### src/rtl/uart_tx_pkg.sv
// Shared types and constants for the UART transmitter slice.
package uart_tx_pkg;

  typedef enum logic [2:0] {
    IDLE   = 3'd0,
    START  = 3'd1,
    DATA   = 3'd2,
    PARITY = 3'd3,
    STOP   = 3'd4
  } tx_state_e;

  localparam logic PAR_EVEN  = 1'b0;
  localparam logic PAR_ODD   = 1'b1;
  localparam logic START_BIT = 1'b0;
  localparam logic STOP_BIT  = 1'b1;

endpackage

### src/rtl/uart_tx_if.sv
// Parallel-request / serial-line bundle between the controller and the UART transmitter.
interface uart_tx_if #(
  parameter int DATA_WIDTH = 8
);

  logic [DATA_WIDTH-1:0] i_p_data;
  logic                  i_data_valid;
  logic                  i_par_en;
  logic                  i_par_typ;
  logic                  o_tx_out;
  logic                  o_busy;

  modport master (
    output i_p_data,
    output i_data_valid,
    output i_par_en,
    output i_par_typ,
    input  o_tx_out,
    input  o_busy
  );

  modport slave (
    input  i_p_data,
    input  i_data_valid,
    input  i_par_en,
    input  i_par_typ,
    output o_tx_out,
    output o_busy
  );

endinterface

### src/rtl/uart_tx_serializer.sv
// Load-enabled right-shift register with a bit counter; o_done flags the last payload bit.
module uart_tx_serializer #(
  parameter int DATA_WIDTH = 8,
  parameter int CNT_W      = $clog2(DATA_WIDTH)
) (
  input  logic                  i_clk,
  input  logic                  i_rst_n,
  input  logic                  i_load,
  input  logic                  i_shift,
  input  logic [DATA_WIDTH-1:0] i_data,
  output logic                  o_cur_bit,
  output logic                  o_nxt_bit,
  output logic                  o_done
);

  localparam logic [CNT_W-1:0] CNT_LAST = CNT_W'(DATA_WIDTH - 1);

  logic [DATA_WIDTH-1:0] shift_r;
  logic [CNT_W-1:0]      cnt_r;

  // Shift register and bit index of the payload bit currently on the line.
  always_ff @(posedge i_clk) begin
    if (!i_rst_n) begin
      shift_r <= '0;
      cnt_r   <= '0;
    end else if (i_load) begin
      shift_r <= i_data;
      cnt_r   <= '0;
    end else if (i_shift) begin
      shift_r <= {1'b0, shift_r[DATA_WIDTH-1:1]};
      cnt_r   <= cnt_r + CNT_W'(1);
    end else begin
      shift_r <= shift_r;
      cnt_r   <= cnt_r;
    end
  end

  assign o_cur_bit = shift_r[0];
  assign o_nxt_bit = shift_r[1];
  assign o_done    = (cnt_r == CNT_LAST);

endmodule

### src/rtl/uart_tx_core.sv
// UART transmitter: start, LSB-first data, optional parity, stop; outputs straight from flops.
// Define UART_TX_TWO_STOP_EN to stretch the stop bit to two bit times.
module uart_tx_core
  import uart_tx_pkg::*;
#(
  parameter int DATA_WIDTH = 8
) (
  input  logic    i_clk,
  input  logic    i_rst_n,
  uart_tx_if.slave tx_if
);

`ifdef UART_TX_TWO_STOP_EN
  localparam logic STOP_LAST = 1'b1;
`else
  localparam logic STOP_LAST = 1'b0;
`endif

  tx_state_e state_r, state_nxt_s;
  logic      tx_out_r, tx_nxt_s;
  logic      busy_r, busy_nxt_s;
  logic      par_en_r, par_bit_r, stop_cnt_r;
  logic      load_s, shift_s;
  logic      cur_bit_s, nxt_bit_s, done_s;

  function automatic logic parity_bit(input logic [DATA_WIDTH-1:0] data, input logic typ);
    return (^data) ^ (typ == PAR_ODD);
  endfunction

  uart_tx_serializer #(.DATA_WIDTH(DATA_WIDTH)) u_ser (
    .i_clk    (i_clk),
    .i_rst_n  (i_rst_n),
    .i_load   (load_s),
    .i_shift  (shift_s),
    .i_data   (tx_if.i_p_data),
    .o_cur_bit(cur_bit_s),
    .o_nxt_bit(nxt_bit_s),
    .o_done   (done_s)
  );

  // Next state plus next line/busy values, so the output flops track the state exactly.
  always_comb begin
    state_nxt_s = state_r;
    load_s      = 1'b0;
    shift_s     = 1'b0;
    tx_nxt_s    = STOP_BIT;
    busy_nxt_s  = 1'b0;
    case (state_r)
      IDLE: begin
        if (tx_if.i_data_valid) begin
          state_nxt_s = START;
          load_s      = 1'b1;
        end else begin
          state_nxt_s = IDLE;
        end
      end
      START:  state_nxt_s = DATA;
      DATA: begin
        if (done_s) begin
          state_nxt_s = par_en_r ? PARITY : STOP;
        end else begin
          shift_s = 1'b1;
        end
      end
      PARITY: state_nxt_s = STOP;
      STOP: begin
        if (stop_cnt_r == STOP_LAST) begin
          state_nxt_s = IDLE;
        end else begin
          state_nxt_s = STOP;
        end
      end
      default: state_nxt_s = IDLE;
    endcase

    case (state_nxt_s)
      IDLE:    begin tx_nxt_s = STOP_BIT;  busy_nxt_s = 1'b0; end
      START:   begin tx_nxt_s = START_BIT; busy_nxt_s = 1'b1; end
      DATA:    begin tx_nxt_s = (state_r == DATA) ? nxt_bit_s : cur_bit_s; busy_nxt_s = 1'b1; end
      PARITY:  begin tx_nxt_s = par_bit_r; busy_nxt_s = 1'b1; end
      STOP:    begin tx_nxt_s = STOP_BIT;  busy_nxt_s = 1'b1; end
      default: begin tx_nxt_s = STOP_BIT;  busy_nxt_s = 1'b0; end
    endcase
  end

  // State, registered outputs and per-frame latched parity controls.
  always_ff @(posedge i_clk) begin
    if (!i_rst_n) begin
      state_r    <= IDLE;
      tx_out_r   <= STOP_BIT;
      busy_r     <= 1'b0;
      par_en_r   <= 1'b0;
      par_bit_r  <= 1'b0;
      stop_cnt_r <= 1'b0;
    end else begin
      state_r    <= state_nxt_s;
      tx_out_r   <= tx_nxt_s;
      busy_r     <= busy_nxt_s;
      stop_cnt_r <= (state_r == STOP) ? ~stop_cnt_r : 1'b0;
      if (load_s) begin
        par_en_r  <= tx_if.i_par_en;
        par_bit_r <= parity_bit(tx_if.i_p_data, tx_if.i_par_typ);
      end else begin
        par_en_r  <= par_en_r;
        par_bit_r <= par_bit_r;
      end
    end
  end

  assign tx_if.o_tx_out = tx_out_r;
  assign tx_if.o_busy   = busy_r;

endmodule

### src/flat_wrapper.sv
// flat-port wrapper written by rule: the top's interface ports become plain ports
module uart_tx_core_flat import uart_tx_pkg::*;
#(
  parameter int DATA_WIDTH = 8
)
  (i_clk, i_rst_n, tx_if_i_p_data, tx_if_i_data_valid, tx_if_i_par_en, tx_if_i_par_typ, tx_if_o_tx_out, tx_if_o_busy);
  uart_tx_if #(.DATA_WIDTH(DATA_WIDTH)) tx_if_i ();
  input  logic i_clk;
  input  logic i_rst_n;
  input wire logic [$bits(tx_if_i.i_p_data)-1:0] tx_if_i_p_data;
  input wire logic [$bits(tx_if_i.i_data_valid)-1:0] tx_if_i_data_valid;
  input wire logic [$bits(tx_if_i.i_par_en)-1:0] tx_if_i_par_en;
  input wire logic [$bits(tx_if_i.i_par_typ)-1:0] tx_if_i_par_typ;
  output wire logic [$bits(tx_if_i.o_tx_out)-1:0] tx_if_o_tx_out;
  output wire logic [$bits(tx_if_i.o_busy)-1:0] tx_if_o_busy;
  assign tx_if_i.i_p_data = tx_if_i_p_data;
  assign tx_if_i.i_data_valid = tx_if_i_data_valid;
  assign tx_if_i.i_par_en = tx_if_i_par_en;
  assign tx_if_i.i_par_typ = tx_if_i_par_typ;
  assign tx_if_o_tx_out = tx_if_i.o_tx_out;
  assign tx_if_o_busy = tx_if_i.o_busy;
  uart_tx_core #(.DATA_WIDTH(DATA_WIDTH)) u_core (.i_clk(i_clk), .i_rst_n(i_rst_n), .tx_if(tx_if_i));
endmodule
### config.mk
export PLATFORM = sky130hd
export DESIGN_NAME = uart_tx_core_flat
export DESIGN_NICKNAME = d
export VERILOG_FILES = /design/src/rtl/uart_tx_pkg.sv /design/src/rtl/uart_tx_if.sv /design/src/rtl/uart_tx_serializer.sv /design/src/rtl/uart_tx_core.sv /design/src/flat_wrapper.sv
export SDC_FILE = /design/constraint.sdc
export NUM_CORES = 1
export LEC_CHECK = 0
export ABC_AREA = 0
export CAP_MARGIN = 20
export CELL_PAD_IN_SITES_DETAIL_PLACEMENT = 0
export CELL_PAD_IN_SITES_GLOBAL_PLACEMENT = 1
export CORE_UTILIZATION = 41
export CTS_CLUSTER_DIAMETER = 120
export DETAILED_ROUTE_END_ITERATION = 8
export PLACE_DENSITY_LB_ADDON = 0.05
export SETUP_SLACK_MARGIN = 0.05
export SYNTH_ARGS = -nofsm -noshare
export SYNTH_HDL_FRONTEND = slang
export SYNTH_SLANG_ARGS = --single-unit
### constraint.sdc
create_clock -name i_clk -period 5.5 [get_ports i_clk]
set_clock_uncertainty 0.05 [all_clocks]
set_input_delay 0.825 -clock i_clk [delete_from_list [all_inputs] [get_ports i_clk]]
set_output_delay 0.825 -clock i_clk [all_outputs]
set_load 0.02 [all_outputs]
==> out/metrics.cfg, run 1 <==
[sta]
min_period_ns=2.362
fmax_mhz=423.4
period_share_pct=42.95
grt_setup_unrepaired=no
finalSetupViolCount=0
drv_slew=0
worst_pin_slew_ns=0.8684
hold_violations=0
whs_ns=0.3761
max_slew_margin_pct=42.00
fin_tns_setup_ns=0

[die]
placementRows=16
die_height_um=49.59
die_w_um=49.59
coreArea_um2=2042
die_area_um2=2459
ios=15
start_util_pct=45.47

[power]
power.density_nw_per_um2=263.9
p_sw_uw=83.30
intPower_uw=212.2
switching_share_pct=28.19
p_comb_share_pct=23.5
sequentialPowerShare_pct=53.2
leakage_nw=0.4421
clkPwrFrac_pct=23.3
peakVddDrop_v=0.0001224
power_uw=295.5

[setup_path]
ff2ff_setup_slack_ns=3.30
arrival_ns=2.54
worst_setup_path_start_kind=input port
crit_path_end_kind=flip-flop
rr_endpoint=u_core.u_ser.shift_r[6]
worst-setup-path-type=in -> reg
crit_chain=clkdlybuf4s50_1 > nand2b_1 > a211oi_2 > o221ai_1 > a21oi_1
critPathRequiredTime_ns=5.68
rr_worst_depth=6
cp_slowest_cell=a211oi_2
timing.rr.start=u_core.u_ser.cnt_r[0]
cp_max_fo=15
critPathMaxStageDelay_ns=0.72

[placement]
finalWeightedCongestion=0.7335
io_buffers=14
placed_cells_incl_taps=144
dpl.hpwl_mm=1.353

[clock_network]
clk_latency_ns=0.29
cts_htree_levels=1
clk_root_buffer_cell=clkbuf_4
cts_tree=done
clockBufferDepth=2
hold_buffers=0
clk_pin_slew_ns=0.11
cts_buffers=3
cts_resized=0
cts_num_sinks=19
post_cts_buffers=0

[grt]
grt_remaining_overflow=0
antenna_found_initial=0
grt_start_max_net_pins=16
grt_pass1_wl_mm=3.125
grt_pass1_vias=718
globalRouteTotalUtil_pct=16.44

[route]
drtIter0Drc=12
wirelength_mm=1.800
vias_per_cell=5.196
drcViolationCount=0
postRouteAntennaNets=0
wl_per_cell_um=12.16
num_vias=769
first_pass_iters=4

[hold_path]
hp-class=reg -> reg
holdPathEnd=u_core.stop_cnt_r
holdPathStages=1
hp-start=u_core.stop_cnt_r

[logic_synthesis]
synth-seq-cells=19
synth-main-ff-cell=dfxtp_1
synth_area_um2=928.4
synth_cells=106
synth_edf_count=0
synth_nets=121
ys_async_sr_fraction_pct=0
synth_warnings=0
avgSynthCellArea_um2=8.758
yosysUniqueCellTypes=30
seq_area_frac_synth_pct=40.97

[final_layout]
drive_gt1_share_pct=4.959
num_antenna_cells=0
finalNetCount=137
layout_common_cells=19 x dfxtp_1, 17 x nand2_1, 14 x nor2_1, 14 x clkdlybuf4s50_1, 6 x a311oi_1
fin_cells=148
nFillCells=208
syn_to_final_growth_pct=20.62
mostFrequentLayoutCell=dfxtp_1

[flow_run]
drv_cap=0

[outcome]
status=finished, final reports clean

==> cells by family after synthesis <==
| family | share of synthesized area, % |
|---|---|
| adder cells (fa/ha/maj) | 2.695 |
| AND/OR/NAND/NOR | 24.39 |
| XOR/XNOR | 8.626 |
| buffers and inverters | 3.504 |
| AO/OA/AOI/OAI | 16.44 |
| multiplexers | 3.369 |
| flip-flops | 40.97 |
==> final cells by class <==
cell class / instances / area [um2] / share of cell area [%]
clock buffer: 3 / 22.52 / 2.011
clock inverter: 1 / 5.005 / 0.4469
inverter: 4 / 15.01 / 1.341
multi-input combinational: 79 / 515.5 / 46.03
sequential: 19 / 380.4 / 33.97
tap: 27 / 33.78 / 3.017
timing repair buffer: 15 / 147.6 / 13.18
==> through the flow <==
stage	setup slack, ns	cell area [um2]	util (%)
6_report	3.138	1120	54.84
4_1_cts	3.153	1120	54.84
3_5_place_dp	2.841	1092	53.49
2_1_floorplan	3.616	928.4	-
3_3_place_gp	2.906	1092	53.49
5_1_grt	3.053	1120	54.84
==> worst max-delay path: cells and delay by family <==
family                 cells  cell delay [ns]
AO/OA/AOI/OAI              3             1.12
AND/OR/NAND/NOR            1             0.09
buffers and inverters      1             0.49
==> cells in the mapped netlist, types with 2 or more instances <==
| master | number | area (um2) |
|---|---|---|
| nor3_1 | 4 | 20.02 |
| buf_2 | 2 | 10.01 |
| a21oi_1 | 4 | 20.02 |
| clkbuf_1 | 2 | 7.510 |
| mux2i_1 | 2 | 20.02 |
| inv_1 | 4 | 15.01 |
| ha_1 | 2 | 25.02 |
| nand2_1 | 17 | 63.81 |
| xnor3_1 | 2 | 45.04 |
| a211o_1 | 3 | 26.28 |
| nor2b_1 | 3 | 18.77 |
| a311oi_1 | 6 | 52.55 |
| nand2b_1 | 3 | 18.77 |
| dfxtp_1 | 19 | 380.4 |
| nand3_1 | 3 | 15.01 |
| nor2_1 | 14 | 52.55 |
| xnor2_1 | 3 | 26.28 |
==> power by group through the flow <==
| stage | Clock (mW) | Sequential, mW | Combinational [mW] |
|---|---|---|---|
| floorplan | 0 | 0.160 | 0.0458 |
| global placement | 0 | 0.160 | 0.0687 |
| detailed placement | 0 | 0.160 | 0.0696 |
| CTS | 0.0732 | 0.157 | 0.0701 |
| global route | 0.0785 | 0.159 | 0.0773 |
| finish | 0.0687 | 0.157 | 0.0695 |
==> registers in the layout, indices dropped and copies added (netlist names) <==
register and cells:
u_core.u_ser.shift_r 8, u_core.state_r 3, u_core.u_ser.cnt_r 3, u_core.par_bit_r 1
u_core.par_en_r 1, u_core.stop_cnt_r 1, u_core.tx_if.o_busy 1, u_core.tx_if.o_tx_out 1
==> metal layers <==
layer,GRT usage [%],vias up,wire length [um]
met4,4.286,0,10
met5,0,-,0
met2,25.68,15,781
met1,22.60,343,947
li1,-,409,-
met3,3.704,2,60
==> worst max path at each step <==
stage,start,endpoint,slack [ns],depth (start not counted)
after global routing,tx_if_i_data_valid,u_core.u_ser.shift_r[2],3.05,5
after global placement,tx_if_i_data_valid,u_core.u_ser.shift_r[6],2.91,5
after detailed placement,tx_if_i_data_valid,u_core.u_ser.shift_r[6],2.84,5
final,tx_if_i_data_valid,u_core.u_ser.shift_r[6],3.14,5
after CTS,tx_if_i_data_valid,u_core.u_ser.shift_r[6],3.15,5
after floorplan,tx_if_i_data_valid,u_core.tx_if.o_tx_out,3.62,4
(Power assumes the default switching activity.)
==> inputs of run 2 (changes only) <==
Settings changed: CORE_UTILIZATION 41 to 38.
Clock period 5.5 ns to 2.5 ns, I/O delays scaled along.
==> run 2 against run 1 <==
Against the previous run:
- register-to-register slack worse by 2.8 ns
- final cell count rose by 1.4%
- flip-flop and latch count unchanged
- clock power up 140%
- sequential share of layout area down 0.52 points
- critical path depth shrank 1
- non-clock buffer count up 1
- die area up 7.6%
- via count increased by 2.2%
- critical path type is now reg -> reg
- critical endpoint is now u_core.tx_if.o_tx_out
- largest power group unchanged
==> out/metrics.cfg, run 2 (same netlist as run 1, synthesis figures left out) <==
[outcome]
status=finished, final reports clean

[die]
die_height_um=51.43
ios=15
die_w_um=51.43
start_util_pct=41.18
coreArea_um2=2255
placementRows=17
die_area_um2=2645

[final_layout]
syn_to_final_growth_pct=22.51
drive_gt1_share_pct=6.557
finalNetCount=138
layout_common_cells=19 x dfxtp_1, 17 x nand2_1, 14 x nor2_1, 14 x clkdlybuf4s50_1, 6 x a311oi_1
nFillCells=239
final_cell_area_um2=1137
regMostFlops=u_core.u_ser.shift_r
utilization_pct=50.44
mostFrequentLayoutCell=dfxtp_1
reg_top3=u_core.u_ser.shift_r: 8 flops, u_core.state_r: 3 flops, u_core.u_ser.cnt_r: 3 flops
num_antenna_cells=0
largest_register_ffs=8

[setup_path]
critPathRequiredTime_ns=2.67
crit_chain=nor3b_1 > mux2_1 > or4_1 > a211o_1
cp_max_fo=9
rr_worst_depth=4
critPathTopFamily=simple AND/OR/NAND/NOR gates
rr_endpoint=u_core.tx_if.o_tx_out
timing.rr.start=u_core.state_r[1]
worst_setup_path_start_kind=flip-flop
cp_slowest_cell=dfxtp_1
arrival_ns=2.15
crit_path_end_kind=flip-flop
path_buf_inv=0
critPathMaxStageDelay_ns=0.49
ff2ff_setup_slack_ns=0.51
worst-setup-path-type=reg -> reg

[grt]
grt_remaining_overflow=0
grt_pass1_vias=753
grt_start_max_net_pins=16
grt_pass1_wl_mm=3.318
antenna_found_initial=0
globalRouteTotalUtil_pct=17.45

[power]
intPower_uw=471.5
power.density_nw_per_um2=588.7
sequentialPowerShare_pct=51.8
switching_share_pct=29.59
p_comb_share_pct=23.3
leakage_nw=0.4456
peakVddDrop_v=0.0004024
p_sw_uw=198.1
clkPwrFrac_pct=24.9

[route]
wl_per_cell_um=12.96
drcViolationCount=0
drtIter0Drc=15
top_layer=met4
first_pass_iters=4
dr_wl_met2_um=878
num_vias=786
postRouteAntennaNets=0
wirelength_mm=1.944
wl_met3_um=78
wirelength_met1_um=974
vias_per_cell=5.240

[clock_network]
clk_root_buffer_cell=clkbuf_4
clk_latency_ns=0.31
cts_num_sinks=19
cts_buffers=3
hold_buffers=0
post_cts_buffers=0
clockBufferDepth=2
cts_tree=done
cts_resized=0
clk_pin_slew_ns=0.12
cts_htree_levels=1

[placement]
finalWeightedCongestion=0.7847
place_area_um2=1107
io_buffers=14
dpl.hpwl_mm=1.373
place_ws_ns=0.5032

[hold_path]
hp-class=reg -> reg
holdPathStages=1
holdPathEnd=u_core.stop_cnt_r
hp-start=u_core.stop_cnt_r

[sta]
fin_tns_setup_ns=0
drv_slew=0
hold_violations=0
max_slew_margin_pct=68.56
worst_pin_slew_ns=0.4711
period_share_pct=79.45
whs_ns=0.3830
min_period_ns=1.986
fin_ws_ns=0.5137
grt_setup_unrepaired=no
finalSetupViolCount=0
fmax_mhz=503.4

[flow_run]
drv_cap=0

[run 2: changes by cell type in the layout (fill, tap and decap cells not counted)]
cell / previous run / this run
buf_4: 1 / 2
clkinv_2: 1 / 0
clkinvlp_4: 0 / 1
nor4b_1: 1 / 0
nor4b_2: 0 / 1
[run 2: power groups by stage]
| stage | Combinational (mW) | Clock, mW | Sequential (mW) |
|---|---|---|---|
| after global routing | 0.173 | 0.193 | 0.351 |
| final | 0.156 | 0.167 | 0.347 |
| after global placement | 0.155 | 0 | 0.353 |
| after floorplan | 0.101 | 0 | 0.353 |
| after CTS | 0.158 | 0.179 | 0.347 |
| after detailed placement | 0.156 | 0 | 0.354 |
[run 2: stage by stage]
stage	power, mW	cells
finish	0.6696	150
global route	0.7164	150
CTS	0.6829	150
detailed placement	0.5101	146
global placement	0.5081	146
floorplan	0.4538	106
[run 2: worst max path at each step]
stage | startpoint | endpoint | cells after the start
finish | u_core.state_r[1] | u_core.tx_if.o_tx_out | 4
CTS | u_core.state_r[1] | u_core.tx_if.o_tx_out | 4
global route | u_core.state_r[1] | u_core.tx_if.o_tx_out | 4
detailed placement | tx_if_i_data_valid | u_core.tx_if.o_tx_out | 5
floorplan | u_core.u_ser.cnt_r[0] | u_core.u_ser.shift_r[0] | 7
global placement | tx_if_i_data_valid | u_core.tx_if.o_tx_out | 5
[run 2: layer usage]
metal | vias up | GRT usage, %
met3 | 2 | 6.250
met5 | - | 0
li1 | 409 | -
met4 | 0 | 4.054
met1 | 365 | 21.90
met2 | 10 | 28.35
[run 2: final cells by class]
cell class | count | area (um2) | share of cell area (%)
multi-input cells | 79 | 521.8 | 45.87
flip-flops and latches | 19 | 380.4 | 33.44
repair buffers | 16 | 155.1 | 13.64
clock inverters | 1 | 7.507 | 0.6601
inverters | 4 | 15.01 | 1.320
well taps | 28 | 35.03 | 3.080
clock buffers | 3 | 22.52 | 1.980
